[config.mk]
export PLATFORM = sky130hd
export DESIGN_NAME = fetch_unit
export DESIGN_NICKNAME = d
export VERILOG_FILES = /design/src/rtl/fetch_pkg.sv /design/src/rtl/fetch_queue.sv /design/src/rtl/fetch_unit.sv
export SDC_FILE = /design/constraint.sdc
export NUM_CORES = 1
export LEC_CHECK = 0
export ABC_AREA = 1
export BUFFER_PORTS_ARGS = -buffer_cell sky130_fd_sc_hd__buf_2
export CAP_MARGIN = 25
export CORE_ASPECT_RATIO = 0.5
export CORE_MARGIN = 1
export CORE_UTILIZATION = 40
export DETAILED_ROUTE_END_ITERATION = 10
export PLACE_DENSITY = 0.61
export SLEW_MARGIN = 20
export SYNTH_ARGS = -nofsm -noshare
export SYNTH_HDL_FRONTEND = slang
export SYNTH_HIERARCHICAL = 1
export SYNTH_SLANG_ARGS = --single-unit
[constraint.sdc]
create_clock -name clk -period 3.7 [get_ports clk]
set_input_delay 0.185 -clock clk [delete_from_list [all_inputs] [get_ports clk]]
set_output_delay 0.185 -clock clk [all_outputs]
set_load 0.01 [all_outputs]
[src/rtl/fetch_pkg.sv]
// rtl/fetch_pkg.sv - shared types and defaults for the instruction-fetch stage
package fetch_pkg;

    localparam int SIZE_DEF = 32;
    localparam int INC_DEF  = 4;

    typedef enum logic [1:0] {
        ST_IDLE,
        ST_REQ,
        ST_WAIT,
        ST_DROP
    } fetch_state_t;

    typedef struct packed {
        logic [SIZE_DEF-1:0] pc;
        logic [SIZE_DEF-1:0] instr;
        logic                fault;
    } fetch_entry_t;

endpackage

[src/rtl/fetch_queue.sv]
// rtl/fetch_queue.sv - 2-entry decode queue with push/pop/flush
module fetch_queue
    import fetch_pkg::*;
(
    input  logic         clk,
    input  logic         reset,
    input  logic         push,
    input  fetch_entry_t push_entry,
    input  logic         pop,
    input  logic         flush,
    output fetch_entry_t head,
    output logic         full,
    output logic         empty,
    output logic [1:0]   count
);

    fetch_entry_t mem_q [2];
    fetch_entry_t mem_d [2];
    logic         rd_ptr_q, rd_ptr_d;
    logic         wr_ptr_q, wr_ptr_d;
    logic [1:0]   count_q, count_d;
    logic         do_push, do_pop;

    // A pop frees the head slot in the same cycle, so a full queue can accept a push.
    assign do_pop  = pop && (count_q != 2'd0);
    assign do_push = push && ((count_q != 2'd2) || do_pop);

    always_comb begin
        mem_d    = mem_q;
        rd_ptr_d = rd_ptr_q;
        wr_ptr_d = wr_ptr_q;
        count_d  = count_q;
        if (flush) begin
            rd_ptr_d = 1'b0;
            wr_ptr_d = 1'b0;
            count_d  = 2'd0;
        end else begin
            if (do_push) begin
                mem_d[wr_ptr_q] = push_entry;
                wr_ptr_d        = ~wr_ptr_q;
            end
            if (do_pop) begin
                rd_ptr_d = ~rd_ptr_q;
            end
            count_d = count_q + {1'b0, do_push} - {1'b0, do_pop};
        end
    end

    always_ff @(posedge clk or posedge reset) begin
        if (reset) begin
            mem_q    <= '{default: '0};
            rd_ptr_q <= 1'b0;
            wr_ptr_q <= 1'b0;
            count_q  <= 2'd0;
        end else begin
            mem_q    <= mem_d;
            rd_ptr_q <= rd_ptr_d;
            wr_ptr_q <= wr_ptr_d;
            count_q  <= count_d;
        end
    end

    assign head  = mem_q[rd_ptr_q];
    assign full  = (count_q == 2'd2);
    assign empty = (count_q == 2'd0);
    assign count = count_q;

endmodule

[src/rtl/fetch_unit.sv]
// rtl/fetch_unit.sv - single-outstanding instruction fetch with PC update and redirect flush
// Optional misaligned-PC fault entries: FETCH_ALIGN_CHECK_EN.
module fetch_unit
    import fetch_pkg::*;
#(
    parameter int SIZE   = SIZE_DEF,
    parameter int INC    = INC_DEF,
    parameter int QDEPTH = 2
) (
    input  logic            clk,
    input  logic            reset,
    input  logic [SIZE-1:0] pc_in,
    output logic [SIZE-1:0] pc_next,
    output logic            pc_advance,
    input  logic            redirect,
    input  logic [SIZE-1:0] redirect_pc,
    output logic            imem_req_valid,
    output logic [SIZE-1:0] imem_req_addr,
    input  logic            imem_req_ready,
    input  logic            imem_rsp_valid,
    input  logic [SIZE-1:0] imem_rsp_data,
    output logic            id_valid,
    output logic [SIZE-1:0] id_instr,
    output logic [SIZE-1:0] id_pc,
    output logic            id_fault,
    input  logic            id_ready
);

    localparam logic [1:0] QMAX = 2'(QDEPTH);

    fetch_state_t    state_q, state_d;
    logic [SIZE-1:0] pc_next_q, pc_next_d;
    logic [SIZE-1:0] addr_q, addr_d;
    logic            pc_advance_q, pc_advance_d;
    logic            stall_q, stall_d;

    logic            req_slot, misalign, fire, rsp_push, align_push;
    logic            push, pop, full, empty, outstanding;
    logic [1:0]      count, count_after;
    fetch_entry_t    push_entry, head;

`ifdef FETCH_ALIGN_CHECK_EN
    assign misalign = (pc_in[1:0] != 2'b00);
`else
    assign misalign = 1'b0;
`endif

    // pc_in is stale while pc_advance is high; hold off requesting until it has loaded.
    assign req_slot       = (state_q == ST_REQ) && !pc_advance_q;
    assign imem_req_valid = req_slot && !misalign;
    assign imem_req_addr  = imem_req_valid ? pc_in : '0;
    assign fire           = imem_req_valid && imem_req_ready;
    assign rsp_push       = (state_q == ST_WAIT) && imem_rsp_valid;
    assign align_push     = req_slot && misalign;
    assign push           = (rsp_push || align_push) && !redirect;
    assign pop            = !empty && id_ready;
    assign count_after    = count + {1'b0, push} - {1'b0, pop};
    assign outstanding    = fire || (((state_q == ST_WAIT) || (state_q == ST_DROP)) && !imem_rsp_valid);
    assign push_entry     = align_push ? '{pc: pc_in, instr: '0, fault: 1'b1}
                                       : '{pc: addr_q, instr: imem_rsp_data, fault: 1'b0};

    fetch_queue u_queue (
        .clk        (clk),
        .reset      (reset),
        .push       (push),
        .push_entry (push_entry),
        .pop        (pop),
        .flush      (redirect),
        .head       (head),
        .full       (full),
        .empty      (empty),
        .count      (count)
    );

    always_comb begin
        state_d      = state_q;
        pc_next_d    = pc_next_q;
        pc_advance_d = 1'b0;
        addr_d       = addr_q;
        stall_d      = stall_q;
        if (redirect) begin
            pc_next_d    = redirect_pc;
            pc_advance_d = 1'b1;
            stall_d      = 1'b0;
            state_d      = outstanding ? ST_DROP : ST_REQ;
        end else begin
            case (state_q)
                ST_IDLE: if (!full && !stall_q) state_d = ST_REQ;
                ST_REQ: begin
                    if (fire) begin
                        state_d      = ST_WAIT;
                        addr_d       = pc_in;
                        pc_next_d    = pc_in + SIZE'(INC);
                        pc_advance_d = 1'b1;
                    end else if (align_push) begin
                        state_d = ST_IDLE;
                        stall_d = 1'b1;
                    end
                end
                ST_WAIT: if (imem_rsp_valid) state_d = (count_after < QMAX) ? ST_REQ : ST_IDLE;
                ST_DROP: if (imem_rsp_valid) state_d = ST_REQ;
                default: state_d = ST_IDLE;
            endcase
        end
    end

    always_ff @(posedge clk or posedge reset) begin
        if (reset) begin
            state_q      <= ST_IDLE;
            pc_next_q    <= '0;
            pc_advance_q <= 1'b0;
            addr_q       <= '0;
            stall_q      <= 1'b0;
        end else begin
            state_q      <= state_d;
            pc_next_q    <= pc_next_d;
            pc_advance_q <= pc_advance_d;
            addr_q       <= addr_d;
            stall_q      <= stall_d;
        end
    end

    assign pc_next    = pc_next_q;
    assign pc_advance = pc_advance_q;
    assign id_valid   = !empty;
    assign id_instr   = head.instr;
    assign id_pc      = head.pc;
    assign id_fault   = head.fault;

endmodule

# Yosys cells after proc, flatten, opt, wreduce, memory -nomap -nowiden
# Cells that the tools add are included.
[op_classes]
addsub = 5
n_mul = 0
div_mod_pow = 0
order_cmp = 4
n_eq_ne = 9
shift = 0
n_mux = 26
bitwise = 5
n_reduce_logical = 28
[ops]
columns = ["operator", "n"]
rows = [
  ["$mux 65", 4],
  ["$bwmux 130", 1],
  ["$mux 32", 4],
  ["$demux 65 s1", 1],
  ["$add 32x3->32 const B", 1],
  ["$mux 2", 7],
  ["$ne 3x3->1 const B", 4],
  ["$reduce_bool 2->1", 5],
  ["$logic_and 1x1->1", 9],
  ["$mux 1", 8],
  ["$pmux 2 s4", 1],
  ["$eq 2x2->1 const B", 3],
  ["$logic_not 1->1", 5],
  ["$add 2x1->2", 2],
  ["$ge 2x2->1 const B", 2],
  ["$logic_not 2->1", 2],
  ["$not 1->2", 2],
  ["$reduce_and 2->1", 2],
  ["$reduce_and 4->1", 1],
  ["$sub 2x1->2", 2],
  ["$logic_or 1x1->1", 3],
  ["$not 1->1", 3],
  ["$reduce_and 3->1", 1],
  ["$eq 2x1->1 const B", 1],
  ["3 further kinds", 3],
]
[word_totals]
reg_bits = 201
latchBits = 0
ram_bits = 0
romBits = 0
out_inout_bits = 132
wordCells = 90
memories = 0

# Logic depth before layout (Yosys ltp)
[depth]
ltp_word = 10
ltp_mapped = 12

# Cells and area by module
# The synthesis kept the hierarchy.
[modules_own_cells]
columns = ["module", "instances", "cells_per_inst", "area_each_um2"]
rows = [
  ["fetch_queue", 1, 824, 6411.1],
  ["fetch_unit", 1, 535, 3806.2],
]

# Worst setup path before layout
# Ideal clock, no wire load.
[synth_timing]
kind = "input port to flip-flop"
start = "in redirect"
end = "reg u_queue.count_q[1], in the netlist u_queue/count[1]"
setup_ns = 0.119
arrival_ns = 1.808
required_time_ns = 3.581
setup_slack_ns = 1.773
cell_stages = 11
n_path_buf = 4
cell_sequence = "buf_2 > clkbuf_1 > nor4_1 > buf_4 > buf_4 > nand2_1 > ha_1 > inv_1 > ha_1 > a21oi_1 > nor2_1"
[synth_via]
elab_chain_cells = 6
[synth_rtl]
columns = ["item", "line_no", "text"]
rows = [
  ["start, declared", "fetch_unit.sv:15", "input logic redirect,"],
  ["$logic_not 1->1", "fetch_unit.sv:55", "assign push = (rsp_push || align_push) && !redirect;"],
  ["$logic_and 1x1->1", "fetch_unit.sv:55", ""],
  ["via push", "fetch_unit.sv:38", "logic push, pop, full, empty, outstanding;"],
  ["$logic_and 1x1->1", "fetch_queue.sv:26", "assign do_push = push && ((count_q != 2'd2) || do_pop);"],
  ["$add 2x1->2", "fetch_queue.sv:45", "count_d = count_q + {1'b0, do_push} - {1'b0, do_pop};"],
  ["$sub 2x1->2", "fetch_queue.sv:45", ""],
  ["$mux 2", "fetch_queue.sv:33", "if (flush) begin"],
  ["via u_queue.count_d[1]", "fetch_queue.sv:21", "logic [1:0] count_q, count_d;"],
  ["end signal, assigned", "fetch_queue.sv:59", "count_q <= count_d;"],
  ["end, declared", "fetch_queue.sv:21", ""],
]
# The timed path passes the listed nets, and every way through them passes these cells.
# A chain may end at the register's enable or synchronous reset.

# Worst setup path in the final report
[layout_timing]
start = "reg state_q[0]"
end = "reg pc_next_q[2], in the netlist pc_next[2]"
[layout_via]
elab_chain_cells = 5
elab_cells_between_ends = 6
cone_classes = "eq/ne (1); reduce/logical (5)"
[layout_rtl]
columns = ["item", "line_no", "text"]
rows = [
  ["start, declared", "fetch_unit.sv:31", "fetch_state_t state_q, state_d;"],
  ["start signal, assigned", "fetch_unit.sv:115", "state_q <= state_d;"],
  ["$eq 2x1->1 *", "fetch_unit.sv:49, fetch_unit.sv:87", ""],
  ["$logic_and 1x1->1", "fetch_unit.sv:49", "assign req_slot = (state_q == ST_REQ) && !pc_advance_q;"],
  ["$logic_and 1x1->1", "fetch_unit.sv:52", "assign fire = imem_req_valid && imem_req_ready;"],
  ["$reduce_bool 2->1 (no source line)", "-", ""],
  ["$reduce_and 2->1 (no source line) *", "-", ""],
  ["end signal, assigned", "fetch_unit.sv:116", "pc_next_q <= pc_next_d;"],
  ["end, declared", "fetch_unit.sv:32", "logic [SIZE-1:0] pc_next_q, pc_next_d;"],
]
# Mark *: on every way between the ends. The rest lies on a longest branch, timed or not.

==> metrics.cfg <==
[floorplan]
initial_utilization_pct = 41.66
dieArea_um2 = 26230
die_x_um = 228.0
ioPinCount = 234
placement_rows = 40
core_um2 = 24520
die_y_um = 115.0

[yosys]
synth_seq_area_share_pct = 49.23
synthDistinctLibCells = 34
ys_top_cells_by_area = dfrtp_1 (49%), nand2_1 (23%), nand4_1 (8.7%), nor2_1 (3.2%), inv_1 (2.4%)
syn-instance-count = 1359
netlist.area_leader.share_pct = 49.23
syn_area_um2 = 10220
synth_commonest_cells = nand2_1 (631), dfrtp_1 (201), nand4_1 (142)
yosys.cell_count.top_type = nand2_1
ys_seq_elements = 201
synth_warnings = 6
synth_edf_count = 0
synth_area_per_cell_um2 = 7.518
synthArstFlopShare_pct = 100.0
synthFlopType = dfrtp_1
yosysTopAreaCell = dfrtp_1

[run]
drv_cap = 0

[detailed_routing]
wire_per_inst_um = 16.40
drt-initial-drc-count = 877
viasPerCell = 5.132
drc_errors = 0
drtPass1Iterations = 6
routed_wl_mm = 32.01
ant_nets = 0
via_count = 10020

[clocking]
cts_sinks = 201
clk_pin_slew_ns = 0.06
htree_levels = 1
cts-resized-gates = 0
cts_tree = done
hold_buffers = 67
clockBufferDepth = 3
clk_latency_ns = 0.50
cts_buffers = 21
root_buffer = clkbuf_16
cts_setup_buffers = 0

[sta]
clock.fmax_mhz = 361.5
fin_tns_setup_ns = 0
fin_crit_sh_pct = 74.76
max_slew_margin_pct = 42.85
rsz0062_at_grt = no
finalMaxSlewViolations = 0
hold_viol = 0
fin_skew_ns = 0.01506
fin_crit_ns = 2.766
finalSetupViolCount = 0
tightestPinTransition_ns = 0.8560

[placed_design]
dpl_cell_area_um2 = 11500
port_buffers = 233
place.gp.congestion = 0.8898
hpwl_mm = 20.50

[cells_and_area]
design_area_um2 = 12810
antenna_cells = 0
drive_above_1_share_pct = 19.06
areaGrowthSynthToFinish_pct = 25.42
layout.nets = 1713

[power_and_ir_drop]
peakVddDrop_v = 0.0003289
leakage_nw = 7.136
p_per_area_nw_per_um2 = 501.8

[setup_path]
worst_ep_arrival_time_ns = 3.20
end_kind = register
critPathLaunch = state_q[0]
path_max_fanout = 73
crit_type = reg2reg
crit-reg2reg-launch = state_q[0]
worstPathRequired_ns = 4.13
startpoint_type = register

[worst_hold_path]
hp-start = redirect_pc[20]
hold_class = in2reg

[run_status]
status = complete, no violations

[global_routing]
grt_pass1_wl_mm = 50.66
track_usage_pct = 24.06
grt.overflow.total = 0
grt_pass1_vias = 9444
grt_max_degree = 133
antenna_found_initial = 0

## path summary, 6_finish.rpt
kind / to / slack, ns / cells past startpoint
setup / recovery: pc_next[2] / 0.93 / 7
hold / removal: pc_next[20] / 0.02 / 5
setup reg to reg: pc_next[2] / 0.93 / 7
hold reg to reg: u_queue/mem_q[71] / 0.47 / 2
max in group asynchronous: addr_q[4] / 2.37 / 4
min in group asynchronous: u_queue/mem_q[118] / 0.36 / 3
## kinds of logic (layout without fill, tap and decap cells)
family,after synthesis,after routing,synth area share [%]
adder cells (fa/ha/maj),4,4,0.4899
XOR/XNOR,7,7,0.6001
AO/OA/AOI/OAI,62,62,3.343
buffers and inverters,159,415,7.139
flip-flops,201,201,49.23
AND/OR/NAND/NOR,925,925,39.16
other,1,2,0.03670
## state kept, by name (all words and copies together), names as in the netlist
signal,cells
u_queue/count,2
u_queue/wr_ptr_q,1
pc_advance,1
u_queue/mem_q,130
u_queue/rd_ptr_q,1
state_q,2
addr_q,32
pc_next,32
## report_power, final
part	switching, W	leakage, nW	internal [W]	total, W
registers	0.000333	2.65	0.00261	0.00294
clock network	0.000873	0.317	0.00120	0.00207
logic	0.000844	4.17	0.000576	0.00142
total	0.00205	7.14	0.00438	0.00643
## worst max-delay path, stage by stage, from the launching register on
cell	delay (ns)
dfrtp_1	0.45
inv_2	0.08
nor2_2	0.11
nand2_2	0.40
nor2_4	0.26
nand2_4	0.41
o211ai_1	0.38
dlygate4sd3_1	0.60
## placed cells by master, fill, tap and decap left out, types with 5 or more instances in the layout
cell,count
o21ai_0,11
nor2_4,7
inv_1,61
dfrtp_1,200
clkbuf_16,21
dlygate4sd3_1,67
nand2_2,5
nand4_1,142
inv_2,6
nand2_1,631
xor2_1,5
a21oi_1,6
o211ai_1,10
o21ai_1,31
nor2_1,87
buf_2,233
nand3_1,33
buf_4,12
## metal layers
layer,track usage (%),vias up,routed length [µm]
met5,0,-,0
met4,4.474,0,370
met3,4.539,29,2285
met2,38.58,357,14490
met1,34.35,4763,14870
li1,-,4869,-
## cell type report
class / count / area (µm²)
Clock buffer: 26 / 554.3
Clock inverter: 6 / 86.33
Fill cell: 2447 / 11710
Inverter: 69 / 265.3
Multi-Input combinational cell: 1000 / 4491
Sequential cell: 201 / 5031
Tap cell: 336 / 420.4
Timing Repair Buffer: 314 / 1967
## per-stage QoR
step                instances  setup WS (ns)  total power, W  hold slack (ns)  utilization, %
finish                   1952         0.9340        0.006431          0.01900           52.26
CTS                      1952         0.9922        0.006505        0.0005201           52.26
global route             1952         0.7321        0.006797          0.03580           52.26
floorplan                1360          1.773        0.003692           0.2502               -
global placement         1853          1.383        0.004308           0.3477           46.91
detailed placement       1853          1.351        0.004348           0.3555           46.91
Note: power is estimated with default switching activity, not from simulation.
